$ cat src/rtl/keypad_scanner.sv
// 4x4 keypad scanner: one-hot column drive, synchronized row sampling at slot ends,
// per-key debounce, release tracking and a single-entry key holding register.
module keypad_scanner #(
  parameter int SCAN_DIV     = 1000,
  parameter int DEBOUNCE_CNT = 4
) (
  input  logic       clk,
  input  logic       reset,
  input  logic [3:0] row,
  input  logic       key_ack,
  output logic [3:0] col,
  output logic [3:0] key_code,
  output logic       key_valid,
  output logic       overrun
);

  localparam int DW = (SCAN_DIV > 1) ? $clog2(SCAN_DIV) : 1;

  localparam logic [1:0] ST_SCAN     = 2'd0;
  localparam logic [1:0] ST_DEBOUNCE = 2'd1;
  localparam logic [1:0] ST_RELEASE  = 2'd2;

  logic [3:0]    r1_q, rsync_q;
  logic [DW-1:0] div_q, div_d;
  logic [1:0]    colidx_q, colidx_d;
  logic [1:0]    state_q, state_d;
  logic [1:0]    cand_q, cand_d;
  logic [3:0]    cnt_q, cnt_d;
  logic [3:0]    code_q, code_d;
  logic          valid_q, valid_d;
  logic          ovr_q, ovr_d;

  logic          slot_end;
  logic          single;
  logic [1:0]    ridx;
  logic          cand_match;

  assign slot_end   = (div_q == DW'(SCAN_DIV - 1));
  assign cand_match = (rsync_q == (4'b0001 << cand_q));

  always_comb begin
    single = 1'b1;
    ridx   = 2'd0;
    case (rsync_q)
      4'b0001: ridx = 2'd0;
      4'b0010: ridx = 2'd1;
      4'b0100: ridx = 2'd2;
      4'b1000: ridx = 2'd3;
      default: single = 1'b0;
    endcase
  end

  always_comb begin
    div_d    = slot_end ? '0 : div_q + DW'(1);
    colidx_d = colidx_q;
    state_d  = state_q;
    cand_d   = cand_q;
    cnt_d    = cnt_q;
    code_d   = code_q;
    valid_d  = valid_q;
    ovr_d    = ovr_q;

    if (valid_q && key_ack) begin
      valid_d = 1'b0;
      ovr_d   = 1'b0;
    end

    case (state_q)
      ST_SCAN: begin
        if (slot_end) begin
          if (single) begin
            cand_d  = ridx;
            cnt_d   = '0;
            state_d = ST_DEBOUNCE;
          end else begin
            colidx_d = colidx_q + 2'd1;
          end
        end
      end
      ST_DEBOUNCE: begin
        // Key delivery happens the cycle after the final confirming sample, not at a slot end.
        if (cnt_q == 4'(DEBOUNCE_CNT)) begin
          cnt_d   = '0;
          state_d = ST_RELEASE;
          if (valid_q && !key_ack) begin
            ovr_d = 1'b1;
          end else begin
            code_d  = {cand_q, colidx_q};
            valid_d = 1'b1;
            ovr_d   = 1'b0;
          end
        end else if (slot_end) begin
          if (cand_match) begin
            cnt_d = cnt_q + 4'd1;
          end else begin
            cnt_d    = '0;
            colidx_d = colidx_q + 2'd1;
            state_d  = ST_SCAN;
          end
        end
      end
      ST_RELEASE: begin
        if (slot_end) begin
          if (rsync_q == 4'b0000) begin
            if (cnt_q + 4'd1 == 4'(DEBOUNCE_CNT)) begin
              cnt_d    = '0;
              colidx_d = colidx_q + 2'd1;
              state_d  = ST_SCAN;
            end else begin
              cnt_d = cnt_q + 4'd1;
            end
          end else begin
            cnt_d = '0;
          end
        end
      end
      default: begin
        cnt_d   = '0;
        state_d = ST_SCAN;
      end
    endcase
  end

  always_ff @(posedge clk or posedge reset) begin
    if (reset) begin
      r1_q     <= '0;
      rsync_q  <= '0;
      div_q    <= '0;
      colidx_q <= '0;
      state_q  <= ST_SCAN;
      cand_q   <= '0;
      cnt_q    <= '0;
      code_q   <= '0;
      valid_q  <= 1'b0;
      ovr_q    <= 1'b0;
    end else begin
      r1_q     <= row;
      rsync_q  <= r1_q;
      div_q    <= div_d;
      colidx_q <= colidx_d;
      state_q  <= state_d;
      cand_q   <= cand_d;
      cnt_q    <= cnt_d;
      code_q   <= code_d;
      valid_q  <= valid_d;
      ovr_q    <= ovr_d;
    end
  end

  assign col       = 4'b1000 >> colidx_q;
  assign key_code  = code_q;
  assign key_valid = valid_q;
  assign overrun   = ovr_q;

endmodule

$ cat config.mk
export PLATFORM = sky130hd
export DESIGN_NAME = keypad_scanner
export DESIGN_NICKNAME = d
export VERILOG_FILES = /design/src/rtl/keypad_scanner.sv
export SDC_FILE = /design/constraint.sdc
export NUM_CORES = 1
export LEC_CHECK = 0
export CAP_MARGIN = 20
export CORE_AREA = 8 8 77 79
export CTS_CLUSTER_DIAMETER = 200
export DETAILED_ROUTE_END_ITERATION = 16
export DIE_AREA = 0 0 85 87
export SYNTH_ARGS = -nofsm -noshare
export SYNTH_HDL_FRONTEND = slang
export SYNTH_SLANG_ARGS = --single-unit
$ cat constraint.sdc
create_clock -name clk -period 1.9 [get_ports clk]
set_clock_uncertainty 0.1 [all_clocks]
set_input_delay 0.38 -clock clk [delete_from_list [all_inputs] [get_ports clk]]
set_output_delay 0.38 -clock clk [all_outputs]
set_load 0.05 [all_outputs]
# ---- Yosys cells after proc, flatten, opt, wreduce, memory -nomap -nowiden
# Index checks and enable logic that the tools add are counted.
dict set report word_totals {
  wordCells 87
  output_inout_bits 10
  reg_bits 34
  input_bits 7
}
dict set report op_classes {
  eq_ne 21
  add_sub_neg 3
  n_mux 38
  shift 2
  bitwise_logic 1
  n_reduce_logical 12
}
# operator n
set ops {}
lappend ops {{2-to-1 mux 2 bit} 16}
lappend ops {{2-to-1 mux 4 bit} 8}
lappend ops {{inequality test 2 bit, second input constant} 9}
lappend ops {{one-hot mux 2 bit (3 select lines)} 3}
lappend ops {{equality test 4 x 3 -> 1 bit, second input constant} 3}
lappend ops {{one-hot mux 4 bit (3 select lines)} 1}
lappend ops {{adder 10 x 1 -> 10 bit, second input constant} 1}
lappend ops {{equality test 10 bit, second input constant} 1}
lappend ops {{2-to-1 mux 10 bit} 1}
lappend ops {{2-to-1 mux 1 bit} 9}
lappend ops {{AND reduction 9 bit} 1}
lappend ops {{AND reduction 7 bit} 1}
lappend ops {{inequality test 3 bit, second input constant} 2}
lappend ops {{AND reduction 3 bit} 2}
lappend ops {{adder 4 x 1 -> 4 bit, second input constant} 1}
lappend ops {{equality test 4 x 1 -> 1 bit, second input constant} 1}
lappend ops {{equality test 4 x 2 -> 1 bit, second input constant} 1}
lappend ops {{equality test 4 bit} 1}
lappend ops {{equality test 4 bit, second input constant} 1}
lappend ops {{logical NOT 4 bit} 1}
lappend ops {{AND reduction 4 bit} 1}
lappend ops {{OR reduction 4 bit} 1}
lappend ops {{left shift 1 x 2 -> 4 bit, first input constant} 1}
lappend ops {{right shift 4 x 2 -> 4 bit, first input constant} 1}
lappend ops {{other kinds (8)} 9}

# ---- Longest topological paths before layout
# Gate-level depths: netlist of the first run.
dict set report logic_depth {
  depth_word 6
  mapped_depth 7
}

# ---- Worst setup path before layout of the first run
# OpenSTA, ideal clock, no wires.
dict set report synth_timing {
  path_kind {reg-to-reg}
  from {register rsync_q[3]}
  to {register state_q[0]}
  stages_incl_launch_ff 7
  n_path_buf 1
  setup_time_ns 0.128
  path_slack_ns -0.148
  t_required_ns 1.672
  t_arrival_ns 1.820
  period_less_slack_ns 2.048
  path_cell_list {dfrtp_1 buf_6 or4b_1 o211ai_2 a221oi_4 nor3b_2 mux2_1}
}
dict set report synth_between {
  elab_chain_len 5
  word_cells_on_any_way 12
}
# item line
set synth_lines {}
lappend synth_lines {{start, declared} 23} ;# logic [3:0] r1_q, rsync_q;
lappend synth_lines {{start signal, assigned} 138} ;# rsync_q <= r1_q;
lappend synth_lines {{equality test 4 bit (tied with other cells)} 44} ;# case (rsync_q)
lappend synth_lines {{OR reduction 4 bit (no line)} --}
lappend synth_lines {{2-to-1 mux 1 bit} 44}
lappend synth_lines {{inequality test 2 bit (no line)} --}
lappend synth_lines {{AND reduction 7 bit (no line) (*)} --}
lappend synth_lines {{end signal, assigned} 141} ;# state_q <= state_d;
lappend synth_lines {{end, declared} 26} ;# logic [1:0] state_q, state_d;
# Every way passes the cells marked *; elsewhere a longest branch is shown, timed or not.
# A chain may end at the register's enable or synchronous reset.

# ---- Worst setup path in the final report of the first run
# Ends and elaborated chain as after synthesis.

==> impl_metrics.csv, run 1 <==
group,metric,value,unit
yosys,ys_ff_latch,34,
timing,fin_crit,2.00,ns
clocking,clk_latency,0.28,ns
clocking,htreeDepth,2,
yosys,synth_fa_ha_area_share,7.58,%
status,outcome,"complete, but fails checks",
critical_path,path_class,"flop to flop",
critical_path,reg2reg_slack,-0.10,ns
critical_path,arrival,2.08,ns
critical_path,crit_fanout,6,
floorplan,start_util,37.5,%
placement,place_inst,266,
pwr,ir_drop,0.000351,V
floorplan,dieArea,7400,um^2
critical_path,cp.required,1.97,ns
yosys,async_flop_share,100,%
yosys,yosysWarnings,0,
timing,final_max_slew_viol_count,0,
detailed_routing,ant_nets,0,
finish,syn2layout_area_growth,45.7,%
clocking,cts_tree,"built",
global_routing,grt_max_degree,35,
yosys,synth_area,1820,um^2
yosys,synth_common_cells,"dfrtp_1, nand2_1, nor2_1",
finish,drive_above_1_share,39.6,%
min_path,min_path_type,"flop to flop",
detailed_routing,via_count,1492,
yosys,synth-compound-area-share,14.5,%
yosys,ys_seq_area_share,46.8,%
finish,antennaDiodeCount,0,
global_routing,grt.total_usage,11.3,%
finish,num-fill-cells,415,
yosys,avgSynthCellArea,10.9,um^2
clocking,cts_hold_buffers,0,
placement,dp_hpwl,2830,um
timing,finalSetupTns,-0.438,ns
yosys,netlist_top_cells_area,"dfrtp_1, ha_1, xnor2_1, nand2_1, mux2_2",
timing,worst_pin_slew,0.432,ns
timing,setup_viol,8,
yosys,synth_top_family_by_area,"simple AND/OR/NAND/NOR gates",
run,cap_viol_max_count,0,
detailed_routing,drc_errors,0,
detailed_routing,wl_per_cell,14.0,um
yosys,postSynthCellCount,166,
clocking,cts-root-buf,"clkbuf_8",
floorplan,dieWidth,85,um
detailed_routing,dr.pass1.iters,4,
detailed_routing,wirelength,3960,um
global_routing,grt_pass1_vias,1535,
yosys,yosysTopAreaCell,"dfrtp_1",
detailed_routing,drt-initial-drc-count,46,
yosys,synth_cell_types,47,
yosys,synth-xor-area-share,4.82,%
timing,slew_headroom,71.2,%
yosys,synthSimpleGateAreaFrac,18.3,%
clocking,cts_buffer_depth,2,
placement,portBuffers,16,
yosys,muxShareOfSynthArea,4.82,%
placement,gp_congestion,0.781,
finish,post_layout_nonfiller_instances,283,
floorplan,core_area,4850,um^2
global_routing,overflow,0,
status,failed_checks,"setup timing",
critical_path,end_kind,"flop",
yosys,synthFlopType,"dfrtp_1",
clocking,cts_sinks,34,
timing,setup_slack,-0.104,ns
clocking,numCtsBuffers,5,
clocking,clkTransAtPathRegs,0.07,ns
placement,dp_slack,-0.165,ns
floorplan,std_cell_rows,26,
timing,period_share,105,%
critical_path,start_kind,"flop",
global_routing,antenna_found_initial,0,
pwr,power_leakage,1.16,nW
yosys,yosys.cell_count.top_type,"dfrtp_1",
finish,fin_util,54.6,%
floorplan,io_pins,17,
timing,fmax,499,MHz
yosys,synth_edf_count,0,
detailed_routing,vias_per_cell,5.27,
finish,nets,244,
global_routing,grt_pass1_wl,6690,um
floorplan,die_h,87,um
timing,rsz0062_at_grt,"yes",
yosys,syn_nets,184,
timing,final-hold-violation-count,0,
yosys,synth_top_area_share,46.8,%
pwr,power_density,560,nW/um^2
-- state kept, by name (all words and copies together) (netlist names) --
register	cells
key_valid	1
rsync_q	4
state_q	2
r1_q	4
overrun	1
key_code	4
colidx_q	2
cnt_q	4
cand_q	2
div_q	10
-- cell families (layout without fill, tap and decap cells) --
| family | after synthesis | in the layout |
|---|---|---|
| AOI/OAI and AO/OA | 33 | 33 |
| xor gates and xnor gates | 10 | 10 |
| adders and majority gates | 11 | 11 |
| buffers and inverters | 13 | 74 |
| DFF | 34 | 34 |
| muxes | 8 | 8 |
| and+or+nand+nor | 57 | 57 |
-- worst paths after layout --
check / from / to / cells past startpoint
worst max register to register: rsync_q[3] / state_q[0] / 5
worst min register to register: r1_q[3] / rsync_q[3] / 0
worst min-delay path: r1_q[3] / rsync_q[3] / 0
max in group asynchronous: reset / rsync_q[3] / 3
worst max-delay path: rsync_q[3] / state_q[0] / 5
min in group asynchronous: reset / key_code[0] / 3
-- layout by cell type, fill, tap and decap left out, drive strengths merged, types with 3 or more instances in the layout --
master / Yosys / layout
clkbuf: 0 / 7
buf: 2 / 49
inv: 11 / 11
xnor2: 6 / 6
o41ai: 3 / 3
ha: 11 / 11
clkdlybuf4s50: 0 / 6
nor2: 12 / 12
nor2b: 3 / 3
o211ai: 4 / 4
or3b: 3 / 3
o21ai: 6 / 6
nand2: 13 / 13
xor2: 4 / 4
dfrtp: 34 / 34
a21oi: 5 / 5
nand3: 8 / 8
o31ai: 3 / 3
mux2: 6 / 6
-- report_power, final --
group          internal, mW  switching [mW]
logic                0.0491          0.0467
registers             0.734         0.00799
clock network         0.392           0.253
-- repair_timing --
item | 4_1_cts | 5_1_grt
endpoints found under the setup margin | 9 | 13
pin swaps | 7 | 12
resized for setup | 16 | 22
buffers inserted | 5 | 5
-- worst max-delay path: stages, from the launching register on --
cell	delay [ns]
dfrtp_2	0.43
or4b_4	0.56
o211ai_4	0.12
a221oi_4	0.13
nor3b_4	0.23
mux2_4	0.32
-- routing by layer --
layer	vias to the layer above	share of wire [%]	GRT usage, %
li1	723	-	-
met1	729	42	12.0
met2	30	50	19.7
met3	10	4.7	3.87
met4	0	2.6	5.66
met5	-	0	0
-- per-stage QoR --
step | instance area [um^2] | hold WS, ns | power [mW]
4_1_cts | 2510 | 0.252 | 1.49
3_5_place_dp | 2280 | 0.236 | 0.824
2_1_floorplan | 1820 | 0.231 | 0.795
5_1_grt | 2650 | 0.259 | 1.55
3_3_place_gp | 2280 | 0.235 | 0.821
6_report | 2650 | 0.250 | 1.48
-- final cells by class --
cell class	count	area, um^2	share of cell area, %
clock inverter	1	30.0	1.13
tap	56	70.1	2.65
multi-input combinational	119	1080	40.9
timing repair buffer	55	493	18.6
sequential	34	852	32.2
clock buffer	7	76.3	2.88
inverter	11	41.3	1.56
(Power assumes the default switching activity.)
==> run 2: changes to the inputs <==
Settings changed: CORE_AREA 8 8 77 79 to 8 8 69 71, DIE_AREA 0 0 85 87 to 0 0 77 79, PLACE_DENSITY set to 0.73.
==> run 2 against run 1 <==
Against the previous run:
- the flow still finishes with violations (setup timing)
- fmax decreased by 3.8%
- first-iteration DRC count increased by 43%
- critical path depth increased by 1
- wire length increased by 16%
- setup slack got worse by 0.079 ns
- worst hold slack improved by 0.0030 ns
- utilization increased by 16 points
- design area increased by 1.4%
- non-clock buffer count increased by 4
- critical path type unchanged
- largest cell class unchanged
- largest power group unchanged
==> impl_metrics.csv, run 2 (synthesized netlist as in run 1, its figures left out) <==
group,metric,value,unit
floorplan,start_util,47.8,%
timing,final_max_slew_viol_count,0,
timing,period_share,110,%
timing,rsz0062_at_grt,"yes",
pwr,ir_drop,0.000479,V
clocking,numCtsBuffers,5,
detailed_routing,vias_per_cell,5.64,
global_routing,antenna_found_initial,0,
status,failed_checks,"setup timing",
critical_path,crit_fanout,7,
critical_path,end_kind,"flop",
timing,fin_crit,2.08,ns
placement,dp_hpwl,3000,um
floorplan,core_area,3800,um^2
finish,largest_register,"div_q",
placement,portBuffers,16,
critical_path,arrival,2.15,ns
critical_path,critPathMaxStageDelay,0.57,ns
detailed_routing,dr.pass1.iters,4,
placement,place_area,2280,um^2
pwr,power_density,553,nW/um^2
timing,worst_pin_slew,0.425,ns
finish,layout_commonest_cell,"buf_4",
clocking,cts_sinks,34,
timing,fmax,480,MHz
floorplan,dieWidth,77,um
pwr,finalPower,1.48,mW
timing,final-hold-violation-count,0,
detailed_routing,wl_per_cell,16.4,um
run,cap_viol_max_count,0,
detailed_routing,via_count,1586,
clocking,clkTransAtPathRegs,0.07,ns
floorplan,std_cell_rows,23,
detailed_routing,drt-initial-drc-count,66,
min_path,min_path_type,"flop to flop",
finish,fin_area,2680,um^2
critical_path,path_class,"flop to flop",
clocking,cts-root-buf,"clkbuf_8",
placement,gp_congestion,0.828,
placement,dp_slack,-0.182,ns
global_routing,grt_pass1_wl,7580,um
finish,final_cell_mix,"buf_4, dfrtp_1, nor2_1",
floorplan,die_h,79,um
floorplan,io_pins,17,
status,outcome,"complete, but fails checks",
finish,syn2layout_area_growth,47.7,%
detailed_routing,ant_nets,0,
finish,nets,248,
global_routing,grt_pass1_vias,1689,
critical_path,slowest_stage,"or4b_4",
critical_path,crit_chain,"or4b_4 -> o211ai_4 -> buf_4 -> o22ai_1 -> nand4_1 -> mux2_1",
global_routing,grt_max_degree,35,
clocking,htreeDepth,2,
finish,largest_reg_flops,10,
global_routing,overflow,0,
clocking,cts_tree,"built",
critical_path,start_kind,"flop",
timing,slew_headroom,71.7,%
critical_path,cp.required,1.97,ns
detailed_routing,drc_errors,0,
timing,setup_slack,-0.183,ns
floorplan,dieArea,6080,um^2
clocking,cts_buffer_depth,2,
global_routing,grt.total_usage,15.3,%
pwr,power_leakage,1.16,nW
detailed_routing,wirelength,4610,um
finish,antennaDiodeCount,0,
clocking,clk_latency,0.29,ns
timing,setup_viol,11,
finish,drive_above_1_share,43.7,%
-- run 2: cell count changes in the layout (fill, tap and decap cells not counted), moves of 2 or more --
cell,change
mux2_1,+2
mux2_2,-4
dfrtp_1,-3
nand2_1,-2
buf_4,+3
dfrtp_2,+3
mux2_4,+2
-- run 2: power breakdown --
group / total [mW] / switching (mW) / internal (mW)
clock: 0.646 / 0.253 / 0.392
combinational: 0.0935 / 0.0469 / 0.0466
sequential: 0.746 / 0.0107 / 0.735
total: 1.48 / 0.311 / 1.17
-- run 2: layer usage --
metal | global-route usage [%] | share of wire (%) | routed length [um] | up-vias
met5 | 0 | 0 | 0 | -
li1 | - | - | - | 725
met3 | 4.06 | 4.7 | 216 | 16
met4 | 7.92 | 3.2 | 148 | 0
met2 | 27.2 | 52 | 2380 | 50
met1 | 16.5 | 40 | 1870 | 795
-- run 2: area by class of cell --
class,count,area (um^2)
clock buffers,7,76.3
fillers,238,1120
clock inverters,1,30.0
repair buffers,59,527
multi-input cells,119,1090
inverters,11,41.3
well taps,50,62.6
flip-flops and latches,34,856
-- run 2: path summary, 6_finish.rpt --
kind	start	end	slack, ns	cells past startpoint
max	rsync_q[0]	colidx_q[1]	-0.18	6
min reg2reg	r1_q[1]	rsync_q[1]	0.25	0
min	r1_q[1]	rsync_q[1]	0.25	0
max reg2reg	rsync_q[0]	colidx_q[1]	-0.18	6
max in group asynchronous	reset	rsync_q[2]	0.98	3
min in group asynchronous	reset	key_code[1]	0.39	3
-- run 2: through the flow --
stage               setup TNS (ns)  cells  hold WS (ns)  utilization, %
finish                      -0.772    281         0.253            70.6
global route                 -1.74    281         0.269            70.6
CTS                         -0.454    279         0.252            67.6
detailed placement          -0.716    261         0.237            60.0
global placement            -0.224    261         0.232            60.0
floorplan                   -0.158    166         0.231               -
-- run 2: repair_timing --
item,in CTS,in global routing
setup endpoints to repair,9,14
gates resized for setup,21,26
setup buffers,10,3
pin swaps,7,4
hold buffers,0,0
-- run 2: critical path, delay by kind of cell, from the launching register on --
| kind | cells | cell delay [ns] |
|---|---|---|
| and+or+nand+nor | 2 | 0.70 |
| muxes | 1 | 0.34 |
| DFF | 1 | 0.45 |
| buffers and inverters | 1 | 0.16 |
| AOI/OAI and AO/OA | 2 | 0.22 |
